===== src/rtl/instr_encoder_pkg.sv =====
// rtl/instr_encoder_pkg.sv - op-select, opcode/funct and sizing constants for the instruction encoder
package instr_encoder_pkg;

    localparam int FIFO_DEPTH = 4;
    localparam int PTR_W      = 2;
    localparam int CNT_W      = 3;
    localparam int ADDR_W     = 8;
    localparam int DATA_W     = 32;

    typedef enum logic {FMT_R, FMT_I} fmt_e;

    localparam logic [3:0] OP_ADD   = 4'd0;
    localparam logic [3:0] OP_SUB   = 4'd1;
    localparam logic [3:0] OP_AND   = 4'd2;
    localparam logic [3:0] OP_OR    = 4'd3;
    localparam logic [3:0] OP_SLT   = 4'd4;
    localparam logic [3:0] OP_LW    = 4'd5;
    localparam logic [3:0] OP_SW    = 4'd6;
    localparam logic [3:0] OP_BEQ   = 4'd7;
    localparam logic [3:0] OP_BN    = 4'd8;
    localparam logic [3:0] OP_BALRZ = 4'd9;
    localparam logic [3:0] OP_JR    = 4'd10;
    localparam logic [3:0] OP_JRSAL = 4'd11;
    localparam logic [3:0] OP_JMADD = 4'd12;
    localparam logic [3:0] OP_BALMN = 4'd13;
    localparam logic [3:0] OP_ILL14 = 4'd14;
    localparam logic [3:0] OP_ILL15 = 4'd15;

    localparam logic [5:0] F_ADD   = 6'b100000;
    localparam logic [5:0] F_SUB   = 6'b100010;
    localparam logic [5:0] F_AND   = 6'b100100;
    localparam logic [5:0] F_OR    = 6'b100101;
    localparam logic [5:0] F_SLT   = 6'b101010;
    localparam logic [5:0] F_BALRZ = 6'b010110;
    localparam logic [5:0] F_JR    = 6'b001000;
    localparam logic [5:0] F_JMADD = 6'b110010;

    localparam logic [5:0] OPC_LW    = 6'b100011;
    localparam logic [5:0] OPC_SW    = 6'b101011;
    localparam logic [5:0] OPC_BEQ   = 6'b000100;
    localparam logic [5:0] OPC_BN    = 6'b100101;
    localparam logic [5:0] OPC_JRSAL = 6'b011001;
    localparam logic [5:0] OPC_BALMN = 6'b100100;

endpackage


===== src/rtl/instr_format.sv =====
// rtl/instr_format.sv - combinational op/field to 32-bit instruction word encoder
module instr_format
    import instr_encoder_pkg::*;
(
    input  logic [3:0]        op_i,
    input  logic [4:0]        rs_i,
    input  logic [4:0]        rt_i,
    input  logic [4:0]        rd_i,
    input  logic [15:0]       imm_i,
    output logic [DATA_W-1:0] word_o,
    output logic              illegal_o
);

    fmt_e       fmt;
    logic [5:0] code;

    always_comb begin
        fmt       = FMT_R;
        code      = 6'b000000;
        illegal_o = 1'b0;
        case (op_i)
            OP_ADD:   code = F_ADD;
            OP_SUB:   code = F_SUB;
            OP_AND:   code = F_AND;
            OP_OR:    code = F_OR;
            OP_SLT:   code = F_SLT;
            OP_BALRZ: code = F_BALRZ;
            OP_JR:    code = F_JR;
            OP_JMADD: code = F_JMADD;
            OP_LW:    begin fmt = FMT_I; code = OPC_LW;    end
            OP_SW:    begin fmt = FMT_I; code = OPC_SW;    end
            OP_BEQ:   begin fmt = FMT_I; code = OPC_BEQ;   end
            OP_BN:    begin fmt = FMT_I; code = OPC_BN;    end
            OP_JRSAL: begin fmt = FMT_I; code = OPC_JRSAL; end
            OP_BALMN: begin fmt = FMT_I; code = OPC_BALMN; end
            default:  illegal_o = 1'b1;
        endcase
    end

    // R-format carries the selector in funct with a zero opcode; I-format carries it in the opcode
    assign word_o = (fmt == FMT_R) ? {6'b000000, rs_i, rt_i, rd_i, 5'b00000, code}
                                   : {code, rs_i, rt_i, imm_i};

endmodule


===== src/rtl/instr_encoder.sv =====
// rtl/instr_encoder.sv - encodes requests into a 4-deep write queue feeding instruction memory
module instr_encoder
    import instr_encoder_pkg::*;
(
    input  logic              clk,
    input  logic              reset,
    input  logic              req_valid,
    output logic              req_ready,
    input  logic [3:0]        req_op,
    input  logic [4:0]        req_rs,
    input  logic [4:0]        req_rt,
    input  logic [4:0]        req_rd,
    input  logic [15:0]       req_imm,
    input  logic              load_base,
    input  logic [ADDR_W-1:0] base_addr,
    output logic              wr_en,
    output logic [ADDR_W-1:0] wr_addr,
    output logic [DATA_W-1:0] wr_data,
    input  logic              wr_ack,
    output logic              err_illegal,
    output logic [7:0]        wr_count
);

    logic [DATA_W-1:0] mem_q [FIFO_DEPTH];
    logic [PTR_W-1:0]  rd_ptr_q, rd_ptr_d, wr_ptr_q, wr_ptr_d;
    logic [CNT_W-1:0]  cnt_q, cnt_d;
    logic [ADDR_W-1:0] addr_q, addr_d;
    logic [7:0]        count_q, count_d;
    logic              err_q, err_d;

    logic [DATA_W-1:0] enc_word;
    logic              enc_illegal;
    logic              accept, push, pop;

    instr_format u_format (
        .op_i      (req_op),
        .rs_i      (req_rs),
        .rt_i      (req_rt),
        .rd_i      (req_rd),
        .imm_i     (req_imm),
        .word_o    (enc_word),
        .illegal_o (enc_illegal)
    );

    // Ready depends only on registered occupancy, so a pop while full frees a slot one cycle later
    assign req_ready = ~reset & (cnt_q != CNT_W'(FIFO_DEPTH));
    assign accept    = req_valid & req_ready;
    assign push      = accept & ~enc_illegal;
    assign wr_en     = (cnt_q != '0);
    assign pop       = wr_en & wr_ack;

    assign wr_addr     = addr_q;
    assign wr_data     = wr_en ? mem_q[rd_ptr_q] : '0;
    assign err_illegal = err_q;
    assign wr_count    = count_q;

    always_comb begin
        rd_ptr_d = pop  ? rd_ptr_q + PTR_W'(1) : rd_ptr_q;
        wr_ptr_d = push ? wr_ptr_q + PTR_W'(1) : wr_ptr_q;
        cnt_d    = cnt_q;
        if (push && !pop) cnt_d = cnt_q + CNT_W'(1);
        if (pop && !push) cnt_d = cnt_q - CNT_W'(1);
        addr_d = addr_q;
        if (pop)
            addr_d = addr_q + ADDR_W'(1);
        else if (load_base && !wr_en)
            addr_d = base_addr;
        count_d = (pop && count_q != 8'hFF) ? count_q + 8'd1 : count_q;
        err_d   = err_q | (accept & enc_illegal);
    end

    always_ff @(posedge clk or posedge reset) begin
        if (reset) begin
            rd_ptr_q <= '0;
            wr_ptr_q <= '0;
            cnt_q    <= '0;
            addr_q   <= '0;
            count_q  <= '0;
            err_q    <= 1'b0;
        end else begin
            rd_ptr_q <= rd_ptr_d;
            wr_ptr_q <= wr_ptr_d;
            cnt_q    <= cnt_d;
            addr_q   <= addr_d;
            count_q  <= count_d;
            err_q    <= err_d;
        end
    end

    // Payload storage needs no reset: wr_data is masked while the queue is empty
    always_ff @(posedge clk) begin
        if (push) mem_q[wr_ptr_q] <= enc_word;
    end

endmodule

===== config.mk =====
export PLATFORM = sky130hd
export DESIGN_NAME = instr_encoder
export DESIGN_NICKNAME = d
export VERILOG_FILES = /design/src/rtl/instr_encoder_pkg.sv /design/src/rtl/instr_format.sv /design/src/rtl/instr_encoder.sv
export SDC_FILE = /design/constraint.sdc
export NUM_CORES = 1
export LEC_CHECK = 0
export ABC_AREA = 1
export ABC_CLOCK_PERIOD_IN_PS = 3500
export BUFFER_PORTS_ARGS = -buffer_cell sky130_fd_sc_hd__buf_2
export CORE_MARGIN = 3
export CORE_UTILIZATION = 52
export DETAILED_ROUTE_END_ITERATION = 8
export PLACE_DENSITY = 0.73
export SYNTH_ARGS = -nofsm -noshare
export SYNTH_HDL_FRONTEND = slang
export SYNTH_SLANG_ARGS = --single-unit

===== constraint.sdc =====
create_clock -name clk -period 3.5 [get_ports clk]
set_clock_uncertainty 0.1 [all_clocks]
set_input_delay 0.175 -clock clk [delete_from_list [all_inputs] [get_ports clk]]
set_output_delay 0.175 -clock clk [all_outputs]
set_load 0.05 [all_outputs]

==> flow_metrics.py <==
metrics = {
    "floorplanning": {
        "io_pins": 99,
        "die_w_um": 121,
        "initial_utilization_pct": 53.7,
        "fp.dieArea_um2": 14600,
        "fp.coreArea_um2": 12700,
        "floorplan.rows": 41,
        "floorplan.die.height_um": 121,
    },
    "timing": {
        "setup-tns-final_ns": 0,
        "max-slew-margin-rel_pct": 23.9,
        "worstMarginPinSlew_ns": 1.14,
        "finish_stage_setup_viols": 0,
        "final.period_utilization_pct": 75.6,
        "fmaxAchievable_ghz": 0.378,
        "hold_violations": 0,
        "slew_viol_final": 0,
        "hold_slack_ns": 0.0211,
        "rsz0062_at_grt": "no",
        "fin_crit_ns": 2.64,
    },
    "cells_and_area": {
        "final.fill_count": 1017,
        "antenna_cells_inserted": 0,
        "ratio_of_cells_with_drive_above_1_in_the_final_layout_pct": 21.6,
        "layout.cell_area.non_filler_um2": 8230,
        "finalCoreUtilization_pct": 64.7,
        "area_growth_from_synthesis_to_layout_pct": 20.4,
        "nNetsFinal": 830,
    },
    "detailed_routing": {
        "number_of_detailed_route_iterations_in_the_first_pass": 5,
        "wl_um": 14900,
        "ant_nets": 0,
        "route.detailed.wl_per_inst_um": 15.5,
        "post_drt_via_cell_ratio": 5.18,
        "drc": 0,
        "vias": 4972,
        "detailedRoute.firstIterationViolations": 331,
    },
    "power": {
        "lkg_pwr_uw": 0.00337,
        "power_per_cell_area_nw_per_um2": 941,
        "power.combinational.fraction_pct": 47.0,
        "internal_power_uw": 4080,
        "max-vdd-ir-drop_mv": 0.725,
        "switching_power_uw": 3670,
        "p_seq_share_pct": 31.2,
        "clockPowerShare_pct": 21.9,
        "sw_frac_of_total_pct": 47.3,
    },
    "logic_synthesis": {
        "synth_top_flop_cell": "sky130_fd_sc_hd__edfxtp_1",
        "mappedNetlistArea_um2": 6840,
        "postSynth.asyncResetShare_pct": 15.8,
        "synth-edff-count": 128,
        "ys_ff_latch": 152,
        "yosysSeqAreaShare_pct": 65.0,
        "yosysWarnings": 0,
        "netlist-cell-type-count": 33,
        "mappedNetlistNets": 713,
        "syn_avg_cell_area_um2": 10.4,
        "syn-instance-count": 657,
    },
    "setup_path": {
        "crit-reg2reg-capture": "cnt_q[2]$_DFFE_PP0P_",
        "reg2reg_start": "cnt_q[0]$_DFFE_PP0P_",
        "kind_of_launch_point_of_the_worst_setup_path": "flop",
        "critPathKind": "flop to output pin",
        "critical_path.startpoint": "rd_ptr_q[0]$_DFFE_PP0N_",
        "critical_path.max_fanout": 65,
        "regToRegSetupSlack_ns": 1.17,
        "cp_data_arrival_time_ns": 2.37,
        "worstSetupEndpoint": "wr_data[15]",
        "setup.worst_path.end_class": "output pin",
        "worst-endpoint-required_ns": 3.22,
        "reg2regPathDepth": 9,
    },
    "hold_path": {
        "hold_path_class": "primary input to flop",
    },
    "global_routing": {
        "grt_util_all_layers_pct": 21.2,
        "antenna_found_initial": 0,
        "grt_max_degree": 66,
        "first_global_vias": 4955,
        "grt_first_pass_wirelength_um": 24000,
        "overflow": 0,
    },
    "place": {
        "gp_congestion": 0.831,
        "place_area_um2": 7450,
        "dp_hpwl_um": 8900,
        "place.port_buffers": 98,
    },
    "clocking": {
        "clock_edge_transition_at_the_registers_on_the_reported_setup_and_hold_paths_ns": 0.06,
        "cts.hold.buffers_added": 22,
        "h-tree-depth": 4,
        "clock_tree.buffer_depth": 2,
        "clkLatencyLatePin_ns": 0.42,
        "clock-root-buffer": "sky130_fd_sc_hd__clkbuf_16",
        "cts_num_sinks": 152,
        "tritoncts": "done",
        "tritoncts.num_buffers": 17,
        "ctsResizeCount": 0,
        "post_cts_setup_buffers": 0,
    },
    "job": {
        "max_cap_violations": 0,
    },
    "outcome": {
        "run_status": "complete, no violations",
    },
}
-- sequential cells by signal, indices dropped and copies added (netlist names) --
register and cells:
wr_count 8, err_illegal 1, wr_ptr_q 2, cnt_q 3, mem_q 128, rd_ptr_q 2, wr_addr 8
-- cell type report --
| cell class | count | area (µm²) | area share [%] |
|---|---|---|---|
| Multi-Input combinational cell | 426 | 2060 | 25.0 |
| Sequential cell | 152 | 4450 | 54.0 |
| Tap cell | 172 | 215 | 2.61 |
| Clock buffer | 18 | 429 | 5.21 |
| Clock inverter | 14 | 128 | 1.55 |
| Inverter | 51 | 196 | 2.39 |
| Timing Repair Buffer | 126 | 756 | 9.18 |
-- Yosys cell counts (3+ instances only) --
| cell | n | area (µm²) |
|---|---|---|
| sky130_fd_sc_hd__dfrtp_1 | 24 | 601 |
| sky130_fd_sc_hd__xor2_1 | 5 | 43.8 |
| sky130_fd_sc_hd__nand3_1 | 13 | 65.1 |
| sky130_fd_sc_hd__nor2_2 | 8 | 50.1 |
| sky130_fd_sc_hd__ha_1 | 7 | 87.6 |
| sky130_fd_sc_hd__inv_2 | 5 | 18.8 |
| sky130_fd_sc_hd__clkbuf_1 | 9 | 33.8 |
| sky130_fd_sc_hd__inv_1 | 44 | 165 |
| sky130_fd_sc_hd__edfxtp_1 | 128 | 3840 |
| sky130_fd_sc_hd__o21ai_0 | 65 | 325 |
| sky130_fd_sc_hd__nand2_2 | 5 | 31.3 |
| sky130_fd_sc_hd__nand2_1 | 100 | 375 |
| sky130_fd_sc_hd__buf_4 | 7 | 52.6 |
| sky130_fd_sc_hd__nand4_1 | 6 | 37.5 |
| sky130_fd_sc_hd__nor2_1 | 147 | 552 |
| sky130_fd_sc_hd__a21oi_1 | 33 | 165 |
| sky130_fd_sc_hd__buf_6 | 3 | 33.8 |
| sky130_fd_sc_hd__o21ai_1 | 20 | 100 |
| sky130_fd_sc_hd__buf_2 | 9 | 45.0 |
-- worst min path at each step --
stage	start	to	slack (ns)	depth (start not counted)
4_1_cts	req_rd[0]	mem_q[2][11]$_DFFE_PP_	0.009	3
2_1_floorplan	reset	cnt_q[0]$_DFFE_PP0P_	0.09	1
3_3_place_gp	req_rs[2]	mem_q[1][23]$_DFFE_PP_	0.30	1
5_1_grt	req_imm[6]	mem_q[0][6]$_DFFE_PP_	0.02	3
6_report	req_imm[6]	mem_q[0][6]$_DFFE_PP_	0.02	3
3_5_place_dp	req_rs[1]	mem_q[1][22]$_DFFE_PP_	0.31	1
-- power groups by stage --
stage	Combinational (µW)	Sequential [µW]	Clock (µW)
after floorplan	2590	2680	0
after global placement	3560	2430	0
after detailed placement	3620	2440	0
after CTS	3660	2410	1720
after global routing	3930	2440	1780
final	3640	2420	1690
-- worst max-delay path, cell delays in order (launching register included) --
cell and delay [ns]:
sky130_fd_sc_hd__dfrtp_2 0.42, sky130_fd_sc_hd__inv_2 0.70, sky130_fd_sc_hd__o21ai_0 0.27, sky130_fd_sc_hd__a21oi_1 0.25
sky130_fd_sc_hd__buf_2 0.31
-- routing by layer --
layer	wire [µm]	share of wire (%)	global-route usage (%)
met3	914	6.1	6.45
met1	6090	41	25.6
met4	323	2.2	8.64
met5	0	0	0
met2	7550	51	35.7
-- stage by stage --
step | worst slack (ns) | total power [µW] | std cells
CTS | 0.824 | 7790 | 959
global placement | 1.29 | 5990 | 905
floorplan | 0.503 | 5270 | 657
finish | 0.855 | 7750 | 959
detailed placement | 1.20 | 6070 | 905
global route | 0.701 | 8160 | 959
-- logic make-up after synthesis --
family,Yosys count,synth area share [%]
compound gates,124,9.57
xor+xnor,7,0.897
fa+ha+maj,8,1.57
buf+inv,79,5.29
flops,152,65.0
simple gates,287,17.7
-- cell usage in the layout (no fill, tap or decap), types with 2 or more instances in the layout --
master,n
sky130_fd_sc_hd__nor2_2,8
sky130_fd_sc_hd__inv_2,5
sky130_fd_sc_hd__clkbuf_16,17
sky130_fd_sc_hd__dlygate4sd3_1,22
sky130_fd_sc_hd__dfrtp_1,23
sky130_fd_sc_hd__clkinv_4,4
sky130_fd_sc_hd__xnor2_1,2
sky130_fd_sc_hd__inv_4,2
sky130_fd_sc_hd__clkinv_2,3
sky130_fd_sc_hd__clkinvlp_4,4
sky130_fd_sc_hd__o21ai_1,20
sky130_fd_sc_hd__inv_6,2
sky130_fd_sc_hd__nor2_4,6
sky130_fd_sc_hd__nand2_2,5
sky130_fd_sc_hd__o21ai_0,65
sky130_fd_sc_hd__ha_1,7
sky130_fd_sc_hd__nor2_1,143
sky130_fd_sc_hd__xor2_1,5
sky130_fd_sc_hd__buf_2,98
sky130_fd_sc_hd__inv_1,44
sky130_fd_sc_hd__edfxtp_1,128
sky130_fd_sc_hd__o21bai_1,2
sky130_fd_sc_hd__nand3_1,13
sky130_fd_sc_hd__nand4_1,6
sky130_fd_sc_hd__nand2_4,2
sky130_fd_sc_hd__nand2_1,100
sky130_fd_sc_hd__buf_4,6
sky130_fd_sc_hd__a21oi_1,33
Note: power is estimated with default switching activity, not from simulation.
